`src/rtl/frac_reduce_if.sv`:
```
// Operand/result handshake bundle for the fraction reducer.
// The source side (master) presents num/den and accepts the reduced pair;
// the reducer (slave) answers with in_ready and the registered result.
interface frac_reduce_if #(
    parameter int W = 16
);
    logic         in_valid;
    logic         in_ready;
    logic [W-1:0] num;
    logic [W-1:0] den;
    logic         out_valid;
    logic         out_ready;
    logic [W-1:0] num_r;
    logic [W-1:0] den_r;
    logic         err;

    modport master (
        output in_valid, num, den, out_ready,
        input  in_ready, out_valid, num_r, den_r, err
    );

    modport slave (
        input  in_valid, num, den, out_ready,
        output in_ready, out_valid, num_r, den_r, err
    );
endinterface

```
`src/rtl/frac_reduce.sv`:
```
// Fraction reducer: sequences an external subtractive GCD unit, then divides
// numerator and denominator by the GCD with two restoring dividers that share
// one divisor, and returns the reduced pair on a valid/ready handshake.
// 0/0 is short-circuited to an error result without touching the GCD unit.
module frac_reduce #(
    parameter int W = 16
) (
    input  logic         clk,
    input  logic         rst,
    frac_reduce_if.slave bus,
    output logic [W-1:0] gcd_a,
    output logic [W-1:0] gcd_b,
    output logic         gcd_ini,
    input  logic [W-1:0] gcd_s,
    input  logic         gcd_fin
);

    localparam int CW = $clog2(W);

    typedef enum logic [2:0] {
        ST_IDLE = 3'd0,
        ST_LOAD = 3'd1,
        ST_WAIT = 3'd2,
        ST_DIV  = 3'd3,
        ST_DONE = 3'd4
    } state_t;

    // One restoring-division step: shift the next dividend bit into the
    // remainder, subtract the divisor when it fits, and shift the quotient
    // bit into the vacated low end of the dividend register.  Because the
    // remainder is always below the divisor, the difference fits in W bits.
    function automatic logic [2*W-1:0] div_step(
        input logic [W-1:0] rem,
        input logic [W-1:0] dvd,
        input logic [W-1:0] dsr
    );
        logic [W:0]   trial;
        logic [W-1:0] diff;
        trial = {rem, dvd[W-1]};
        diff  = trial[W-1:0] - dsr;
        if (trial >= {1'b0, dsr}) begin
            div_step = {diff, dvd[W-2:0], 1'b1};
        end else begin
            div_step = {trial[W-1:0], dvd[W-2:0], 1'b0};
        end
    endfunction

    state_t         state_q,     state_d;
    logic           in_ready_q,  in_ready_d;
    logic           out_valid_q, out_valid_d;
    logic [W-1:0]   num_r_q,     num_r_d;
    logic [W-1:0]   den_r_q,     den_r_d;
    logic           err_q,       err_d;
    logic [W-1:0]   gcd_a_q,     gcd_a_d;
    logic [W-1:0]   gcd_b_q,     gcd_b_d;
    logic           gcd_ini_q,   gcd_ini_d;
    logic [W-1:0]   g_q,         g_d;
    logic [W-1:0]   rem_n_q,     rem_n_d;
    logic [W-1:0]   rem_d_q,     rem_d_d;
    logic [W-1:0]   dvd_n_q,     dvd_n_d;
    logic [W-1:0]   dvd_d_q,     dvd_d_d;
    logic [CW-1:0]  cnt_q,       cnt_d;

    logic [2*W-1:0] step_n_s;
    logic [2*W-1:0] step_d_s;

    assign step_n_s = div_step(rem_n_q, dvd_n_q, g_q);
    assign step_d_s = div_step(rem_d_q, dvd_d_q, g_q);

    assign bus.in_ready  = in_ready_q;
    assign bus.out_valid = out_valid_q;
    assign bus.num_r     = num_r_q;
    assign bus.den_r     = den_r_q;
    assign bus.err       = err_q;
    assign gcd_a         = gcd_a_q;
    assign gcd_b         = gcd_b_q;
    assign gcd_ini       = gcd_ini_q;

    // Next-state and next-output logic for the sequencing FSM and datapath.
    always_comb begin
        state_d     = state_q;
        in_ready_d  = in_ready_q;
        out_valid_d = out_valid_q;
        num_r_d     = num_r_q;
        den_r_d     = den_r_q;
        err_d       = err_q;
        gcd_a_d     = gcd_a_q;
        gcd_b_d     = gcd_b_q;
        gcd_ini_d   = 1'b0;
        g_d         = g_q;
        rem_n_d     = rem_n_q;
        rem_d_d     = rem_d_q;
        dvd_n_d     = dvd_n_q;
        dvd_d_d     = dvd_d_q;
        cnt_d       = cnt_q;

        case (state_q)
            ST_IDLE: begin
                if (bus.in_valid) begin
                    gcd_a_d    = bus.num;
                    gcd_b_d    = bus.den;
                    dvd_n_d    = bus.num;
                    dvd_d_d    = bus.den;
                    rem_n_d    = {W{1'b0}};
                    rem_d_d    = {W{1'b0}};
                    cnt_d      = {CW{1'b0}};
                    in_ready_d = 1'b0;
                    if ((bus.num == {W{1'b0}}) && (bus.den == {W{1'b0}})) begin
                        // 0/0 has no GCD; report it directly.
                        num_r_d     = {W{1'b0}};
                        den_r_d     = {W{1'b0}};
                        err_d       = 1'b1;
                        out_valid_d = 1'b1;
                        state_d     = ST_DONE;
                    end else begin
                        gcd_ini_d = 1'b1;
                        state_d   = ST_LOAD;
                    end
                end else begin
                    state_d = ST_IDLE;
                end
            end
            ST_LOAD: begin
                // gcd_fin still reflects the previous operation here.
                state_d = ST_WAIT;
            end
            ST_WAIT: begin
                if (gcd_fin) begin
                    g_d     = gcd_s;
                    state_d = ST_DIV;
                end else begin
                    state_d = ST_WAIT;
                end
            end
            ST_DIV: begin
                rem_n_d = step_n_s[2*W-1:W];
                dvd_n_d = step_n_s[W-1:0];
                rem_d_d = step_d_s[2*W-1:W];
                dvd_d_d = step_d_s[W-1:0];
                cnt_d   = cnt_q + {{(CW-1){1'b0}}, 1'b1};
                if (cnt_q == CW'(W - 1)) begin
                    num_r_d     = step_n_s[W-1:0];
                    den_r_d     = step_d_s[W-1:0];
                    err_d       = 1'b0;
                    out_valid_d = 1'b1;
                    state_d     = ST_DONE;
                end else begin
                    state_d = ST_DIV;
                end
            end
            ST_DONE: begin
                if (bus.out_ready) begin
                    out_valid_d = 1'b0;
                    in_ready_d  = 1'b1;
                    state_d     = ST_IDLE;
                end else begin
                    state_d = ST_DONE;
                end
            end
            default: begin
                out_valid_d = 1'b0;
                in_ready_d  = 1'b1;
                state_d     = ST_IDLE;
            end
        endcase
    end

    // State and datapath registers with synchronous reset.
    always_ff @(posedge clk) begin
        if (rst) begin
            state_q     <= ST_IDLE;
            in_ready_q  <= 1'b1;
            out_valid_q <= 1'b0;
            num_r_q     <= {W{1'b0}};
            den_r_q     <= {W{1'b0}};
            err_q       <= 1'b0;
            gcd_a_q     <= {W{1'b0}};
            gcd_b_q     <= {W{1'b0}};
            gcd_ini_q   <= 1'b0;
            g_q         <= {W{1'b0}};
            rem_n_q     <= {W{1'b0}};
            rem_d_q     <= {W{1'b0}};
            dvd_n_q     <= {W{1'b0}};
            dvd_d_q     <= {W{1'b0}};
            cnt_q       <= {CW{1'b0}};
        end else begin
            state_q     <= state_d;
            in_ready_q  <= in_ready_d;
            out_valid_q <= out_valid_d;
            num_r_q     <= num_r_d;
            den_r_q     <= den_r_d;
            err_q       <= err_d;
            gcd_a_q     <= gcd_a_d;
            gcd_b_q     <= gcd_b_d;
            gcd_ini_q   <= gcd_ini_d;
            g_q         <= g_d;
            rem_n_q     <= rem_n_d;
            rem_d_q     <= rem_d_d;
            dvd_n_q     <= dvd_n_d;
            dvd_d_q     <= dvd_d_d;
            cnt_q       <= cnt_d;
        end
    end

endmodule

```
`src/flat_wrapper.sv`:
```
// flat-port wrapper written by rule: the top's interface ports become plain ports
module frac_reduce_flat 
#(
    parameter int W = 16
)
  (clk, rst, gcd_a, gcd_b, gcd_ini, gcd_s, gcd_fin, bus_in_valid, bus_num, bus_den, bus_out_ready, bus_in_ready, bus_out_valid, bus_num_r, bus_den_r, bus_err);
  frac_reduce_if #(.W(W)) bus_i ();
  input  logic clk;
  input  logic rst;
  output logic [W-1:0] gcd_a;
  output logic [W-1:0] gcd_b;
  output logic gcd_ini;
  input  logic [W-1:0] gcd_s;
  input  logic gcd_fin;
  input wire logic [$bits(bus_i.in_valid)-1:0] bus_in_valid;
  input wire logic [$bits(bus_i.num)-1:0] bus_num;
  input wire logic [$bits(bus_i.den)-1:0] bus_den;
  input wire logic [$bits(bus_i.out_ready)-1:0] bus_out_ready;
  output wire logic [$bits(bus_i.in_ready)-1:0] bus_in_ready;
  output wire logic [$bits(bus_i.out_valid)-1:0] bus_out_valid;
  output wire logic [$bits(bus_i.num_r)-1:0] bus_num_r;
  output wire logic [$bits(bus_i.den_r)-1:0] bus_den_r;
  output wire logic [$bits(bus_i.err)-1:0] bus_err;
  assign bus_i.in_valid = bus_in_valid;
  assign bus_i.num = bus_num;
  assign bus_i.den = bus_den;
  assign bus_i.out_ready = bus_out_ready;
  assign bus_in_ready = bus_i.in_ready;
  assign bus_out_valid = bus_i.out_valid;
  assign bus_num_r = bus_i.num_r;
  assign bus_den_r = bus_i.den_r;
  assign bus_err = bus_i.err;
  frac_reduce #(.W(W)) u_core (.clk(clk), .rst(rst), .bus(bus_i), .gcd_a(gcd_a), .gcd_b(gcd_b), .gcd_ini(gcd_ini), .gcd_s(gcd_s), .gcd_fin(gcd_fin));
endmodule
```
`config.mk`:
```
export PLATFORM = sky130hd
export DESIGN_NAME = frac_reduce_flat
export DESIGN_NICKNAME = d
export VERILOG_FILES = /design/src/rtl/frac_reduce_if.sv /design/src/rtl/frac_reduce.sv /design/src/flat_wrapper.sv
export SDC_FILE = /design/constraint.sdc
export NUM_CORES = 1
export LEC_CHECK = 0
export ABC_AREA = 1
export BUFFER_PORTS_ARGS = -buffer_cell sky130_fd_sc_hd__buf_2
export CORE_MARGIN = 4
export CORE_UTILIZATION = 44
export CTS_CLUSTER_DIAMETER = 50
export CTS_CLUSTER_SIZE = 12
export DETAILED_ROUTE_END_ITERATION = 7
export PLACE_DENSITY_LB_ADDON = 0.1
export SYNTH_ARGS = -nofsm -noshare
export SYNTH_HDL_FRONTEND = slang
export SYNTH_SLANG_ARGS = --single-unit
```
`constraint.sdc`:
```
create_clock -name clk -period 3.4 [get_ports clk]
set_clock_uncertainty 0.2 [all_clocks]
set_input_delay 0.51 -clock clk [delete_from_list [all_inputs] [get_ports clk]]
set_output_delay 0.51 -clock clk [all_outputs]
set_load 0.01 [all_outputs]
```
After elaboration in Yosys (flattened, before gate mapping)
Index checks and enable logic that the tools add are counted.
{"block": "word_totals", "output_inout_bits": 68, "input_bits": 53, "rom_bits": 0, "memories": 0, "latchBits": 0, "register_bits": 155, "mem_bits_rw": 0, "word_cells": 81}
{"block": "op_classes", "mux": 34, "n_lt_le_gt_ge": 2, "n_reduce_logical": 14, "n_addsub": 3, "shifts": 0, "multipliers": 0, "bitwise_logic": 4, "eq_ne": 9, "n_div": 0}
{"operator": "$pmux 16 s2", "n": 6}
{"operator": "$mux 16", "n": 7}
{"operator": "$mux 32", "n": 2}
{"operator": "$ge 17x16->1", "n": 2}
{"operator": "$logic_not 16->1", "n": 2}
{"operator": "$sub 16x16->16", "n": 2}
{"operator": "$pmux 3 s5", "n": 1}
{"operator": "$mux 3", "n": 4}
{"operator": "$mux 1", "n": 9}
{"operator": "$pmux 4 s2", "n": 1}
{"operator": "$eq 3x2->1 const B", "n": 2}
{"operator": "$reduce_and 2->1", "n": 3}
{"operator": "$reduce_or 3->1", "n": 2}
{"operator": "$reduce_and 5->1", "n": 1}
{"operator": "$add 4x1->4 const B", "n": 1}
{"operator": "$eq 4x4->1 const B", "n": 1}
{"operator": "$mux 4", "n": 1}
{"operator": "$ne 2x1->1 const B", "n": 2}
{"operator": "$ne 2x2->1 const B", "n": 2}
{"operator": "$not 1->1", "n": 4}
{"operator": "$pmux 1 s4", "n": 1}
{"operator": "$reduce_and 4->1", "n": 1}
{"operator": "$eq 3x1->1 const B", "n": 1}
{"operator": "$eq 3x3->1 const B", "n": 1}
{"operator": "7 further kinds", "n": 7}

Logic depth before layout (Yosys ltp)
Gate-level depths: netlist (run 1).
{"block": "logic_depth", "word_depth": 5, "ltp_mapped": 15, "depth_no_buf": 14}

Least setup slack after synthesis (run 1)
Ideal clock, no wire load.
{"block": "synth_timing", "path_kind": "reg2reg", "start": "reg u_core.g_q[6]", "end": "reg u_core.rem_n_q[12]", "synth_period_minus_slack_ns": 2.015, "setup_slack_ns": 1.385, "setup_time_ns": 0.138, "path_buffers": 1, "required_time_ns": 3.062, "arrival_ns": 1.677, "path_stages_with_launch": 13, "cell_sequence": "dfxtp_1 > inv_1 > ha_1 > nand2_1 > nor2_4 > nand3_1 > nand3b_4 > nand2_2 > nand2_4 > buf_8 > nand2_1 > nand3_2 > a21oi_2"}
{"block": "synth_via", "elab_chain_len": 3, "elab_cells_between_ends": 4, "cone_classes": "1 x add/sub; 1 x order compare; 2 x mux"}
{"element": "start: declaration", "line_no": "frac_reduce.sv:57", "text": "logic [W-1:0] g_q, g_d;"}
{"element": "start signal: assignment", "line_no": "frac_reduce.sv:180", "text": "g_q <= {W{1'b0}};"}
{"element": "start signal: assignment", "line_no": "frac_reduce.sv:196", "text": "g_q <= g_d;"}
{"element": "$sub 16x16->16 / $ge 17x16->1 (equally long branches)", "line_no": "frac_reduce.sv:40, frac_reduce.sv:41"}
{"element": "$mux 32 *", "line_no": "frac_reduce.sv:41", "text": "if (trial >= {1'b0, dsr}) begin"}
{"element": "$pmux 16 s2 *", "line_no": "frac_reduce.sv:97", "text": "case (state_q)"}
{"element": "end signal: assignment", "line_no": "frac_reduce.sv:181", "text": "rem_n_q <= {W{1'b0}};"}
{"element": "end signal: assignment", "line_no": "frac_reduce.sv:197", "text": "rem_n_q <= rem_n_d;"}
{"element": "end: declaration", "line_no": "frac_reduce.sv:58", "text": "logic [W-1:0] rem_n_q, rem_n_d;"}
Every way passes the cells marked *; elsewhere a longest branch is shown, timed or not.
A chain may end at the register's enable or synchronous reset.

Worst setup path in the final report (run 1)
{"block": "layout_timing", "start": "reg u_core.g_q[11]", "end": "reg u_core.rem_n_q[14]"}
The elaborated chain is that of the path after synthesis.

==> results of run 1 <==
-- report_power, final --
group / leakage (nW) / switching (mW) / internal [mW] / total (mW)
registers: 1.26 / 0.0719 / 1.93 / 2.00
clock network: 0.283 / 0.905 / 1.00 / 1.91
logic: 2.82 / 1.51 / 0.746 / 2.25
-- final timing paths --
path,startpoint,end,slack (ns),cells after the start
worst min register to register,u_core.bus.num_r[7],u_core.bus.num_r[7],0.26,2
worst max register to register,u_core.g_q[11],u_core.rem_n_q[14],0.79,11
worst max-delay path,u_core.g_q[11],u_core.rem_n_q[14],0.79,11
worst min-delay path,bus_den[5],u_core.gcd_b[5],0.16,3
-- metrics by stage --
| step | worst slack [ns] | cell area, sq um | total power, mW | hold WS [ns] | util, % |
|---|---|---|---|---|---|
| CTS | 0.808 | 9470 | 6.17 | 0.151 | 52.2 |
| floorplan | 1.39 | 8210 | 3.84 | 0.240 | - |
| finish | 0.787 | 9470 | 6.15 | 0.159 | 52.2 |
| global placement | 0.751 | 8880 | 4.25 | 0.247 | 48.9 |
| detailed placement | 0.734 | 8880 | 4.26 | 0.252 | 48.9 |
| global route | 0.574 | 9470 | 6.55 | 0.163 | 52.2 |
-- layout make-up --
type / count / area (sq um)
multi-input cells: 878 / 4390
flip-flops and latches: 155 / 3100
well taps: 229 / 287
clock buffers: 18 / 439
inverters: 115 / 432
clock inverters: 14 / 148
fillers: 1854 / 8680
repair buffers: 126 / 673
-- sequential cells by signal, indices dropped and copies added (netlist names), 3 cells and up --
name,cells
u_core.g_q,16
u_core.state_q,3
u_core.dvd_n_q,16
u_core.cnt_q,4
u_core.bus.num_r,16
u_core.rem_d_q,16
u_core.dvd_d_q,16
u_core.bus.den_r,16
u_core.gcd_b,16
u_core.gcd_a,16
u_core.rem_n_q,16
-- synth_stat cells (9+ instances only) --
| master | instances |
|---|---|
| nand3_1 | 75 |
| nand4_1 | 9 |
| nor2_1 | 44 |
| ha_1 | 33 |
| clkbuf_1 | 26 |
| nand3b_1 | 25 |
| o21ai_0 | 21 |
| a21oi_2 | 11 |
| inv_1 | 111 |
| a21oi_1 | 130 |
| xnor2_1 | 9 |
| a31oi_1 | 30 |
| dfxtp_1 | 155 |
| buf_2 | 13 |
| nand2_1 | 440 |
| nand2_2 | 9 |
-- worst max-delay path, cell delays in order (launching register included) --
cell and delay, ns:
dfxtp_1 0.31, inv_1 0.10, ha_1 0.39, nand2_1 0.09, inv_1 0.08, nand2_1 0.08, nor4_1 0.26, nand2_2 0.30
nand2_4 0.33, nand3_1 0.15, nand2_1 0.10, a21oi_1 0.06
-- kinds of logic after synthesis --
group           after synthesis
buf+inv                     167
flops                       155
fa+ha+maj                    35
xor+xnor                     13
simple gates                634
compound gates              196
-- placed cells by master (no fill, tap or decap), types with 5 or more instances in the layout --
cell type  instances
a21oi_1          130
a21oi_2           11
a31oi_1           30
buf_2            119
buf_4              5
clkbuf_16         17
dfxtp_1          155
ha_1              33
inv_1            111
inv_8              5
nand2_1          440
nand2_2            9
nand3_1           75
nand3b_1          25
nand4_1            9
nor2_1            44
nor3_1             8
o21ai_0           21
xnor2_1            9
-- metal layers --
metal | wire (microns) | part of all wire (%) | GRT usage, %
met1 | 11200 | 48 | 30.8
met2 | 10200 | 44 | 34.7
met3 | 1500 | 6.4 | 6.12
met4 | 468 | 2.0 | 7.07
met5 | 0 | 0 | 0
==> summary.md, run 1 <==
The flow ran to the end, but the final reports show violations. The checks that failed: DRC. The cell area that synthesis handed to floorplanning was 8210 sq um. The logs give 0 for the number of slew-limit violations in the final report and 1,288 for the total nets after synthesis. The post-synthesis register bit count is 155. No sink is reached through more buffers than the 2 on the longest clock path. The top cell type by area accounts for 37.8% of the synthesized area. The tools report the buffer cell driving the clock tree root as clkbuf_16.

The final critical path takes up 76.9% of the cycle. For this run, the number of Yosys warnings is 0. The logs give 7,330 for the via count of the first global-routing pass and 1,381 for the number of nets at the end of the flow. Of the total synthesized cell area, the portion taken by XOR and XNOR cells is 1.39%.

The run gives 37,500 microns as the global-route wire length before repair. Timing would allow up to 383 MHz. Excluding fillers, the count of instances in the completed layout stands at 1,535. The final route contains 7,876 vias. For the area of the core region, the log shows 18,100 sq um. The H-tree generated during clock tree synthesis spans 4 levels. The run gives 547 as the number of DRC markers after the initial detailed-route iteration. The synthesized netlist devotes 13.0% of its cell area to compound gates. Of the total synthesized cell area, the portion taken by AND, OR, NAND and NOR gates is 33.6%. The clock-pin slew on the worst setup and hold paths came out at 0.08 ns. Buffers added to address setup during post-CTS repair amount to 0. The critical path launch point type was a flop. The synthesized design contains 0 enable-type register cells. For the number of hold violations in the final report, the log shows 0. The number of nets with antenna violations after detailed routing is 0, and the count of final setup violators is 0. TritonCTS built the clock tree.

In the routed layout, each cell is associated on average with a via count of 5.13. The boundary pin count is 121. For the number of cell rows, the log shows 49. For the worst-skew pair, the clock arrives at the later sink with an insertion delay of 0.43 ns. Count of buffers inserted at the top-level ports: 120. Once the floorplan was initialized, standard cells occupied 45.2% of the core.

The sequential share of the synthesized area was 37.8%; the total clock buffers created by CTS was 17. Total of cells resized after clock tree synthesis: 0. Setup repair after global routing left no endpoint under its margin. The number of antenna violations at the first check in global routing is 0, and the actual transition at the worst max-transition pin is 1.04 ns.

Entering global routing, the biggest net connects 136 pins. The y dimension of the die was 145 microns; the mean instance size in the synthesized netlist was 6.84 sq um. The tools report the number of antenna cells inserted as 0.

For this block, the routed nets add up to 23,400 microns of wire. The adder and majority gate portion of the synthesized area is 5.52%. Yosys attributes the largest share of cell area to dfxtp_1, nand2_1, a21oi_1. The multiplexer fraction of the synthesized cell area came out at 0%. After detailed routing, the average wire length per cell comes to 15.2 microns. The tools report the aggregate global routing overflow as 0.

From left edge to right edge, the die measures 145 microns. The final critical delay including setup and external delays is 2.61 ns, and the headroom to the max-slew limit is 30.5%. Routability-driven placement finished with a final weighted congestion of 0.928.

Synthesis handed over a netlist of 1,200 instances. The total negative setup slack came out at 0 ns. The die covers 20,900 sq um. The tools report the reported max-cap violation count as 0. The largest fanout on the critical path is 18, and the sink count of the clock tree is 155. The path category of the worst min-delay check was in2reg. The category of the critical setup timing path is reg2reg.

Dominant combinational cell family by area after synthesis: simple AND/OR/NAND/NOR gates. dfxtp_1 takes more of the synthesized area than any other cell. Relative to the synthesized area, the layout overhead comes to 15.4%. In this run the static leakage power is 4.37 nW. The largest voltage drop on the vdd net was 374 uV; the overall routing resource usage was 22.5%. The post-route netlist has 15.1% of its cells at a drive strength greater than 1. Summed over all nets, the half-perimeter wirelength after detailed placement is 16,300 microns. The count of hold-fix buffers inserted at cts is 0. The most used flip-flop cell after synthesis is dfxtp_1. The fraction of registers with async set or reset after synthesis was 0%; the number of DRC violations after detailed routing was 4.

The tools report the capturing element type of the critical path as a flop. For the total placed cells including tap cells, the log shows 1,503. The number of search-and-repair iterations in the first detailed-routing pass was 8. At the worst endpoint, the required time is 3.49 ns. The run gives 2.70 ns as the data arrival time at the worst-slack endpoint.

The distinct cell type count after synthesis was 42; the power density over the cells was 650 nW/um^2.
No activity file was read; power rests on OpenSTA's default activity.
==> run 2, diff against run 1 <==
clock period = 2.5 ns   (was 3.4 ns; I/O delays follow)
==> summary.md, run 2 (same netlist as run 1, synthesis figures left out) <==
The run finished with clean final reports. The library cells used most frequently in the layout, excluding fill and tap cells, are nand2_1, dfxtp_1, a21oi_1. Timing startpoint of the critical path: u_core.g_q[9]. The logs give 0 for the number of hold violations in the final report and 0 for the reported max-cap violation count. The fraction of final layout cells sized beyond drive strength 1 works out to 15.9%. The critical register-to-register path startpoint was u_core.g_q[9]. Measured on the finished design, the core utilization comes to 53.2%.

In the routed design, unresolved DRC markers number 0. In this run the critical register-to-register path is captured at u_core.rem_n_q[2]. The H-tree was split into 4 levels. The post-CTS setup repair buffer count was 0. The number of buffers on the longest clock path is 2. 0 antenna diodes ended up in the layout.

Counting the buffers created by CTS gives 17. Entering global routing, the biggest net connects 136 pins. The first detailed-routing pass took 5 iterations.

For the worst flop-to-flop path, the logic depth is 11. After layout, the worst path uses 94.0% of the clock period. The number of antenna violations at the first check in global routing is 2, and the achievable clock frequency is 426 MHz. The category of the critical setup timing path was reg2reg. The clock latency on the worst-skew pair is 0.42 ns, and the count of buffers inserted at the top-level ports is 120. The worst hold path terminates at u_core.gcd_a[4]. The tree is rooted in a clkbuf_16. The number of slew-limit violations in the final report came out at 0. TritonCTS built the clock tree. The count of final setup violators is 0.

The boundary pin count was 121; the total via count after detailed routing was 7,904. The path category of the worst min-delay check was in2reg. The library cell used most frequently in the layout, excluding fill and tap cells, is nand2_1. The post-detailed-route via-to-cell ratio works out to 5.11. The global-route wire length before repair came out at 38,400 microns.

Across the VDD grid, the largest voltage drop is 495 uV. The data arrival time at the worst-slack endpoint came out at 2.50 ns. After floorplanning, the core was sized to cover 18,100 sq um. The worst hold path was traced through 3 stages. At the pin with the least slew margin, the transition time is 0.666 ns. The logs give 0.15 ns for the setup slack on the worst flop-to-flop path and 23,600 microns for the total wire length after detailed routing.

The die is 145 microns wide. The HPWL after detailed placement is 16,900 microns. The largest fanout on the critical path came out at 13. Summed over all layers, the global routing overflow is 0. In this run the most critical hold path is launched from bus_num[4].

Data on the critical path is required at its endpoint by 2.65 ns. After layout, the worst setup slack is 0.150 ns. The run gives 1,823 as the layout filler cell count. The final weighted congestion of routability-driven global placement was 0.940; the overall routing resource usage was 23.0%.

The sink count of the clock tree came out at 155. The worst setup path is launched from a flop. The number of nets at the end of the flow is 1,394. The number of cell rows was 49; the area of the die was 20,900 sq um.

The analysis attributes to cell leakage a power of 4.46 nW. For the headroom to the max-slew limit, the log shows 55.6%. For this block, the initial DRC count from the detailed router was 533. The smallest clock period supported by the final layout is computed as 2.35 ns. At the placement stage, the worst setup path has a slack of 0.205 ns.

The synthesis-to-layout area growth was 17.6%. The via count of the first global-routing pass is 7,506. The worst setup path is captured at a flop. The initial cell density of the core is 45.2%, and the clock-pin slew on the worst setup and hold paths is 0.07 ns.

The power density over the cells is 895 nW/um^2, and the number of nets with antenna violations after detailed routing is 0. The detail-routed net length per standard cell is 15.3 microns, and the y dimension of the die is 145 microns.
==> run 2: what timing repair did <==
item | in CTS | in global routing
hold buffers | 0 | 0
endpoints found under the setup margin | 0 | 4
resized for setup | 0 | 2
==> run 2: layer usage <==
layer / wire (microns) / share of wire (%) / track usage (%) / vias to the layer above
met1: 11000 / 47 / 30.6 / 3578
li1: - / - / - / 4103
met3: 1540 / 6.5 / 6.75 / 25
met5: 14 / 0.059 / 0 / -
met4: 295 / 1.2 / 5.30 / 4
met2: 10800 / 46 / 36.9 / 194
==> run 2: report_power, final <==
part	total [mW]	leakage (nW)	switching [mW]	internal, mW
sequential	2.72	1.26	0.0965	2.62
combinational	3.23	2.90	2.10	1.13
clock	2.69	0.300	1.23	1.47
==> run 2: how the worst max path moves through the flow <==
stage,cells past startpoint,slack (ns),to
2_1_floorplan,12,0.49,u_core.rem_n_q[12]
3_3_place_gp,12,0.22,u_core.rem_n_q[15]
3_5_place_dp,12,0.21,u_core.rem_n_q[15]
4_1_cts,12,0.17,u_core.rem_n_q[13]
5_1_grt,11,-0.001,u_core.rem_n_q[9]
6_report,11,0.15,u_core.rem_n_q[2]
==> run 2: cell type report <==
cell class,count,area [sq um],area share (%)
Clock inverter,14,175,1.82
Tap cell,229,287,2.97
Inverter,115,432,4.47
Multi-Input combinational cell,878,4410,45.7
Sequential cell,155,3100,32.2
Timing Repair Buffer,139,808,8.38
Clock buffer,18,439,4.55
==> run 2: worst max-delay path: stages, from the launching register on <==
cell and delay, ns:
dfxtp_1 0.31, inv_1 0.08, ha_1 0.40, nand2_1 0.09, inv_1 0.08, nand2_1 0.09
nor4_1 0.29, nand2_2 0.17, buf_4 0.23, nand3b_1 0.09, nand3_1 0.09, a21oi_1 0.14
==> run 2: metrics by stage <==
stage | cell area, sq um | hold WS (ns) | power [mW] | cells | TNS [ns]
3_3_place_gp | 9020 | 0.244 | 5.90 | 1516 | 0
2_1_floorplan | 8210 | 0.240 | 5.22 | 1200 | 0
4_1_cts | 9630 | 0.0140 | 8.61 | 1548 | 0
6_report | 9650 | 0.0267 | 8.64 | 1548 | 0
5_1_grt | 9650 | 0.0282 | 9.18 | 1548 | -0.00115
3_5_place_dp | 9020 | 0.250 | 5.91 | 1516 | 0
